==> config.mk <==
export PLATFORM = sky130hd
export DESIGN_NAME = rx_fsm_flat
export DESIGN_NICKNAME = d
export VERILOG_FILES = /design/src/rtl/rx_fsm_if.sv /design/src/rtl/rx_fsm.sv /design/src/flat_wrapper.sv
export SDC_FILE = /design/constraint.sdc
export NUM_CORES = 1
export LEC_CHECK = 0
export ABC_AREA = 1
export BUFFER_PORTS_ARGS = -buffer_cell sky130_fd_sc_hd__buf_4
export CELL_PAD_IN_SITES_DETAIL_PLACEMENT = 0
export CELL_PAD_IN_SITES_GLOBAL_PLACEMENT = 1
export CORE_UTILIZATION = 47
export DETAILED_ROUTE_END_ITERATION = 8
export GPL_TIMING_DRIVEN = 0
export PLACE_DENSITY = 0.91
export SETUP_SLACK_MARGIN = 0.02
export SYNTH_ARGS = -nofsm -noshare
export SYNTH_HDL_FRONTEND = slang
export SYNTH_SLANG_ARGS = --single-unit
==> constraint.sdc <==
create_clock -name clk -period 2.53 [get_ports clk]
set_input_delay 0.1265 -clock clk [delete_from_list [all_inputs] [get_ports clk]]
set_output_delay 0.1265 -clock clk [all_outputs]
set_load 0.01 [all_outputs]
==> src/rtl/rx_fsm_if.sv <==
// Serial-line and received-byte bundle for the UART receive engine.
// The master side drives RX and consumes the byte/strobes; rx_fsm sits on the slave side.
interface rx_fsm_if;
    logic       RX;
    logic [7:0] data_out;
    logic       data_valid;
    logic       frame_error;
    logic       busy;

    modport master (
        output RX,
        input  data_out,
        input  data_valid,
        input  frame_error,
        input  busy
    );

    modport slave (
        input  RX,
        output data_out,
        output data_valid,
        output frame_error,
        output busy
    );
endinterface

==> src/rtl/rx_fsm.sv <==
// UART 8N1 receive engine: synchronises RX, samples each bit at mid-bit with a
// baud counter, and presents the byte with a one-cycle data_valid or frame_error strobe.
module rx_fsm #(
    parameter int unsigned clk_freq_Hz = 1000000,
    parameter int unsigned baud_rate   = 9600
) (
    input  logic     clk,
    input  logic     RSTn,
    rx_fsm_if.slave  bus
);

    localparam int unsigned CLKS_PER_BIT = clk_freq_Hz / baud_rate;
    localparam int unsigned HALF         = (CLKS_PER_BIT - 1) / 2;
    localparam int unsigned CNT_W        = $clog2(CLKS_PER_BIT);
    localparam int unsigned IDX_W        = 3;

    typedef enum logic [2:0] {
        IDLE      = 3'd0,
        START     = 3'd1,
        DATA      = 3'd2,
        STOP      = 3'd3,
        WAIT_HIGH = 3'd4
    } state_e;

    state_e             state_q, state_d;
    logic               sync1_q, rx_s_q;
    logic [CNT_W-1:0]   cnt_q, cnt_d;
    logic [IDX_W-1:0]   idx_q, idx_d;
    logic [7:0]         shift_q, shift_d;
    logic [7:0]         data_out_q, data_out_d;
    logic               data_valid_q, data_valid_d;
    logic               frame_error_q, frame_error_d;
    logic               busy_q;
    logic               start_tick_c;
    logic               bit_tick_c;

    // Two-flop synchroniser; idle-high reset so a reset never looks like a start bit.
    always_ff @(posedge clk or negedge RSTn) begin
        if (!RSTn) begin
            sync1_q <= 1'b1;
            rx_s_q  <= 1'b1;
        end else begin
            sync1_q <= bus.RX;
            rx_s_q  <= sync1_q;
        end
    end

    assign start_tick_c = (cnt_q == CNT_W'(HALF));
    assign bit_tick_c   = (cnt_q == CNT_W'(CLKS_PER_BIT - 1));

    // State register.
    always_ff @(posedge clk or negedge RSTn) begin
        if (!RSTn) begin
            state_q <= IDLE;
        end else begin
            state_q <= state_d;
        end
    end

    // Next-state logic.
    always_comb begin
        state_d = state_q;
        case (state_q)
            IDLE: begin
                if (!rx_s_q) state_d = START;
            end
            START: begin
                if (start_tick_c) state_d = rx_s_q ? IDLE : DATA;
            end
            DATA: begin
                if (bit_tick_c && (idx_q == IDX_W'(7))) state_d = STOP;
            end
            STOP: begin
                if (bit_tick_c) state_d = rx_s_q ? IDLE : WAIT_HIGH;
            end
            WAIT_HIGH: begin
                if (rx_s_q) state_d = IDLE;
            end
            default: state_d = IDLE;
        endcase
    end

    // Datapath and strobe next values; the counter also restarts at each data-bit boundary.
    always_comb begin
        cnt_d         = cnt_q + CNT_W'(1);
        idx_d         = idx_q;
        shift_d       = shift_q;
        data_out_d    = data_out_q;
        data_valid_d  = 1'b0;
        frame_error_d = 1'b0;

        if (state_d != state_q) begin
            cnt_d = '0;
        end else if ((state_q == DATA) && bit_tick_c) begin
            cnt_d = '0;
        end

        case (state_q)
            START: begin
                idx_d = '0;
            end
            DATA: begin
                if (bit_tick_c) begin
                    shift_d[idx_q] = rx_s_q;
                    idx_d          = idx_q + IDX_W'(1);
                end
            end
            STOP: begin
                if (bit_tick_c) begin
                    if (rx_s_q) begin
                        data_out_d   = shift_q;
                        data_valid_d = 1'b1;
                    end else begin
                        frame_error_d = 1'b1;
                    end
                end
            end
            default: ;
        endcase
    end

    // Datapath and output registers.
    always_ff @(posedge clk or negedge RSTn) begin
        if (!RSTn) begin
            cnt_q         <= '0;
            idx_q         <= '0;
            shift_q       <= '0;
            data_out_q    <= 8'h00;
            data_valid_q  <= 1'b0;
            frame_error_q <= 1'b0;
            busy_q        <= 1'b0;
        end else begin
            cnt_q         <= cnt_d;
            idx_q         <= idx_d;
            shift_q       <= shift_d;
            data_out_q    <= data_out_d;
            data_valid_q  <= data_valid_d;
            frame_error_q <= frame_error_d;
            busy_q        <= (state_d != IDLE);
        end
    end

    assign bus.data_out    = data_out_q;
    assign bus.data_valid  = data_valid_q;
    assign bus.frame_error = frame_error_q;
    assign bus.busy        = busy_q;

endmodule
==> src/flat_wrapper.sv <==
// flat-port wrapper written by rule: the top's interface ports become plain ports
module rx_fsm_flat 
#(
    parameter int unsigned clk_freq_Hz = 1000000,
    parameter int unsigned baud_rate   = 9600
)
  (clk, RSTn, bus_RX, bus_data_out, bus_data_valid, bus_frame_error, bus_busy);
  rx_fsm_if bus_i ();
  input  logic clk;
  input  logic RSTn;
  input wire logic [$bits(bus_i.RX)-1:0] bus_RX;
  output wire logic [$bits(bus_i.data_out)-1:0] bus_data_out;
  output wire logic [$bits(bus_i.data_valid)-1:0] bus_data_valid;
  output wire logic [$bits(bus_i.frame_error)-1:0] bus_frame_error;
  output wire logic [$bits(bus_i.busy)-1:0] bus_busy;
  assign bus_i.RX = bus_RX;
  assign bus_data_out = bus_i.data_out;
  assign bus_data_valid = bus_i.data_valid;
  assign bus_frame_error = bus_i.frame_error;
  assign bus_busy = bus_i.busy;
  rx_fsm #(.clk_freq_Hz(clk_freq_Hz), .baud_rate(baud_rate)) u_core (.clk(clk), .RSTn(RSTn), .bus(bus_i));
endmodule
==> metrics.md <==
| Metric | Value |
|---|---|
| Pwr Density | ~530 nW/um^2 |
| FP Rows | 20 |
| DPL Wire Length | around 2100 um |
| Final layout net count | between 200 and 250 |
| DR vias | ~1200 |
| CP Class | flop to flop |
| DRT met1 WL | about 1300 um |
| Min Tclk post-route | about 1.6 ns |
| Clk_skew | around 0.0058 ns |
| Synth top area share | about 51% |
| Worst R2R Start | u_core.cnt_q[0] |
| Post-CTS resize count | 0 |
| Cells after Synth | between 150 and 200 |
| Top post-synthesis cells by area | dfrtp_1 51%, nand2_1 10%, nand3_1 6.1% |
| Pleak | around 0.95 nW |
| Vias in the first global route | about 1200 |
| Clock sink count | 34 |
| Die width | a little under 60 um |
| Post-Route Utilization | slightly below 60% |
| WL met2 | roughly 1400 um |
| Total wire length | 2870 um |
| FMAX | around 630 MHz |
| Slew HR | about 73% |
| Worst-case clock buffer depth | 2 |
| Top sig layer | met4 |
| Placed Instances | 240 |
| Synthesized cell area | ~1600 sq um |
| First-pass GRT wire length | roughly 5000 um |
| Yosys warns | 0 |
| Reg2Reg Setup Slack | around 0.94 ns |
| Reg clk slew, reported paths | roughly 0.1 ns |
| Final Non-Filler Cells | between 200 and 300 |
| Fin crit share | 62.9% |
| DRT antenna net count | 0 |
| Biggest area consumer among synthesized cells | dfrtp_1 |
| I/O pin count | 14 |
| IO buf count | 13 |
| GRT overflow | 0 |
| TritonCTS Buffers | 5 |
| Worst setup EP type | flop |
| Slowest CP cell | dfrtp_1 |
| Critical path cell sequence | ha_1 > nand3_1 > nor2_2 > nand2_2 > o21ai_1 > nand2_1 > nand2_2 > nor2_1 |
| Initial antenna violation count | 0 |
| Total GRT Usage | 19.5% |
| Synth Area per Inst | between 8 and 9 sq um |
| Starting Density | roughly half |
| Outcome | complete, no violations |
| CP max FO | 7 |
| Max Cap Viol | 0 |
| Placed Area | about 1700 sq um |
| RSZ-0062 raised after global routing | false |
| Worst-Skew Late Latency | approximately 0.33 ns |
| DRT iter0 DRCs | just under 60 |
| Vias per cell | roughly 5 |
| Die ar. | about 3600 sq um |
| CTS H-Tree Depth | 2 |
| Area of the core | ~3100 sq um |
| CTS root buf | clkbuf_4 |
| Avg WL per Cell | 11.5 um |
| Share of layout cells above drive strength 1 | 18.4% |
| Final Setup Violations | 0 |
| Layout fillers | between 300 and 400 |
| Startpoint Class | flop |
| Crit-path max cell delay | between 0.3 and 0.4 ns |
| Cell area after layout | 1810 sq um |
| CP top delay family | simple AND/OR/NAND/NOR gates |
| Most used cell, CP | nand2_2 |
| CTS tree | done |
| CP Buf/Inv Count | 0 |
| Min-delay worst type | input port to asynchronous set/reset pin |
| Critical Path RT | roughly 2.8 ns |
| Synth cell types | 25 |
| Die Height | roughly 60 um |
| Reg area | roughly 850 sq um |
| Met3 WL | 155 um |
| P&R area growth vs syn | 16.0% |
| Number of remaining DRC errors | 0 |
| Post-synthesis sequential area ratio | between 50% and 60% |
| Multi-input gate area | roughly 600 sq um |
| Arrival time of the worst setup path | 1.81 ns |
| Pin count of the biggest net entering global routing | 35 |
| Mapped Nets | around 190 |
| Final hold viol count | 0 |
| Post-CTS Setup Bufs | 0 |
| Worst vdd ir | ~0.26 mV |
| N_diodes | 0 |
| TritonRoute pass-1 iters | 4 |
| Least-Margin Pin Slew | approximately 0.41 ns |
| Crit path from | u_core.cnt_q[0] |
| Setup TNS | 0 ns |
| Hold_buf cts | 2 |
| Max-slew violations | 0 |
| Synth Register Bits | 34 |
| GP Congestion | between 0.7 and 0.8 |
-- sequential cells by signal (all words and copies together), names as in the netlist --
signal and flops:
u_core.bus.data_out 8, u_core.shift_q 8, u_core.cnt_q 7, u_core.idx_q 3, u_core.state_q 3, u_core.bus.busy 1
u_core.bus.data_valid 1, u_core.bus.frame_error 1, u_core.rx_s_q 1, u_core.sync1_q 1
-- report_power, final --
| part | switching, W | internal (W) |
|---|---|---|
| sequential | 0.00000135 | 0.000546 |
| combinational | 0.0000156 | 0.00000521 |
| clock | 0.000184 | 0.000205 |
| total | 0.000201 | 0.000756 |
-- path summary, 6_finish.rpt --
check                                        to  cells after the start
max in group asynchronous         u_core.rx_s_q                      2
worst max register to register  u_core.cnt_q[2]                      8
worst min-delay path            u_core.bus.busy                      2
worst min register to register    u_core.rx_s_q                      0
min in group clk                  u_core.rx_s_q                      0
worst max-delay path            u_core.cnt_q[2]                      8
-- through the flow --
stage	worst slack [ns]	total power (W)	hold slack, ns
6_report	0.939	0.000957	0.261
2_1_floorplan	1.15	0.000563	-0.169
3_5_place_dp	0.970	0.000578	0.0955
3_3_place_gp	0.989	0.000577	0.0857
4_1_cts	0.949	0.000974	0.257
5_1_grt	0.738	0.000997	0.282
-- per-layer routing --
| metal | track usage (%) | up-vias |
|---|---|---|
| met5 | 0 | - |
| met4 | 11.0 | 0 |
| met3 | 3.90 | 2 |
| met2 | 32.4 | 33 |
| met1 | 23.5 | 562 |
| li1 | - | 631 |
-- final cells by class --
class                           count  share of cell area [%]
Buffer                              5                    2.14
Clock buffer                        5                    2.07
Clock inverter                      3                    2.21
Inverter                           18                    3.72
Multi-Input combinational cell    126                    33.3
Sequential cell                    34                    47.0
Tap cell                           44                    3.03
Timing Repair Buffer               15                    6.48
-- synth_stat cells --
master and number:
nor2_4 2, dfstp_2 2, nor3_1 1, a21o_1 1, o21ai_0 5, a21oi_1 1, inv_2 2, buf_2 1
nor2_1 24, ha_1 3, nand3_2 1, nor2_2 2, dfrtp_1 32, nand2_1 42, nand2_2 3, buf_4 1
nand3_1 19, clkbuf_1 1, xnor2_1 1, inv_1 16, o22ai_1 1, or2_2 1, o21ai_1 18, nand4_1 1
buf_6 2
-- cell usage in the layout, fill, tap and decap left out, drive strengths merged, types with 2 or more instances in the layout --
cell	count
nand2	45
dfrtp	32
nor2	28
o21ai	23
nand3	20
inv	18
buf	17
clkbuf	6
ha	3
clkinv	2
dlygate4sd3	2
dfstp	2
-- logic make-up (layout without fill, tap and decap cells) --
kind of cell    Yosys count  in the layout  synth area share (%)
simple gates             96             96                  27.1
flops                    34             34                  54.6
compound gates           26             26                  8.56
buf+inv                  23             46                  6.80
fa+ha+maj                 3              3                  2.40
xor+xnor                  1              1                 0.560
(Power assumes the default switching activity.)
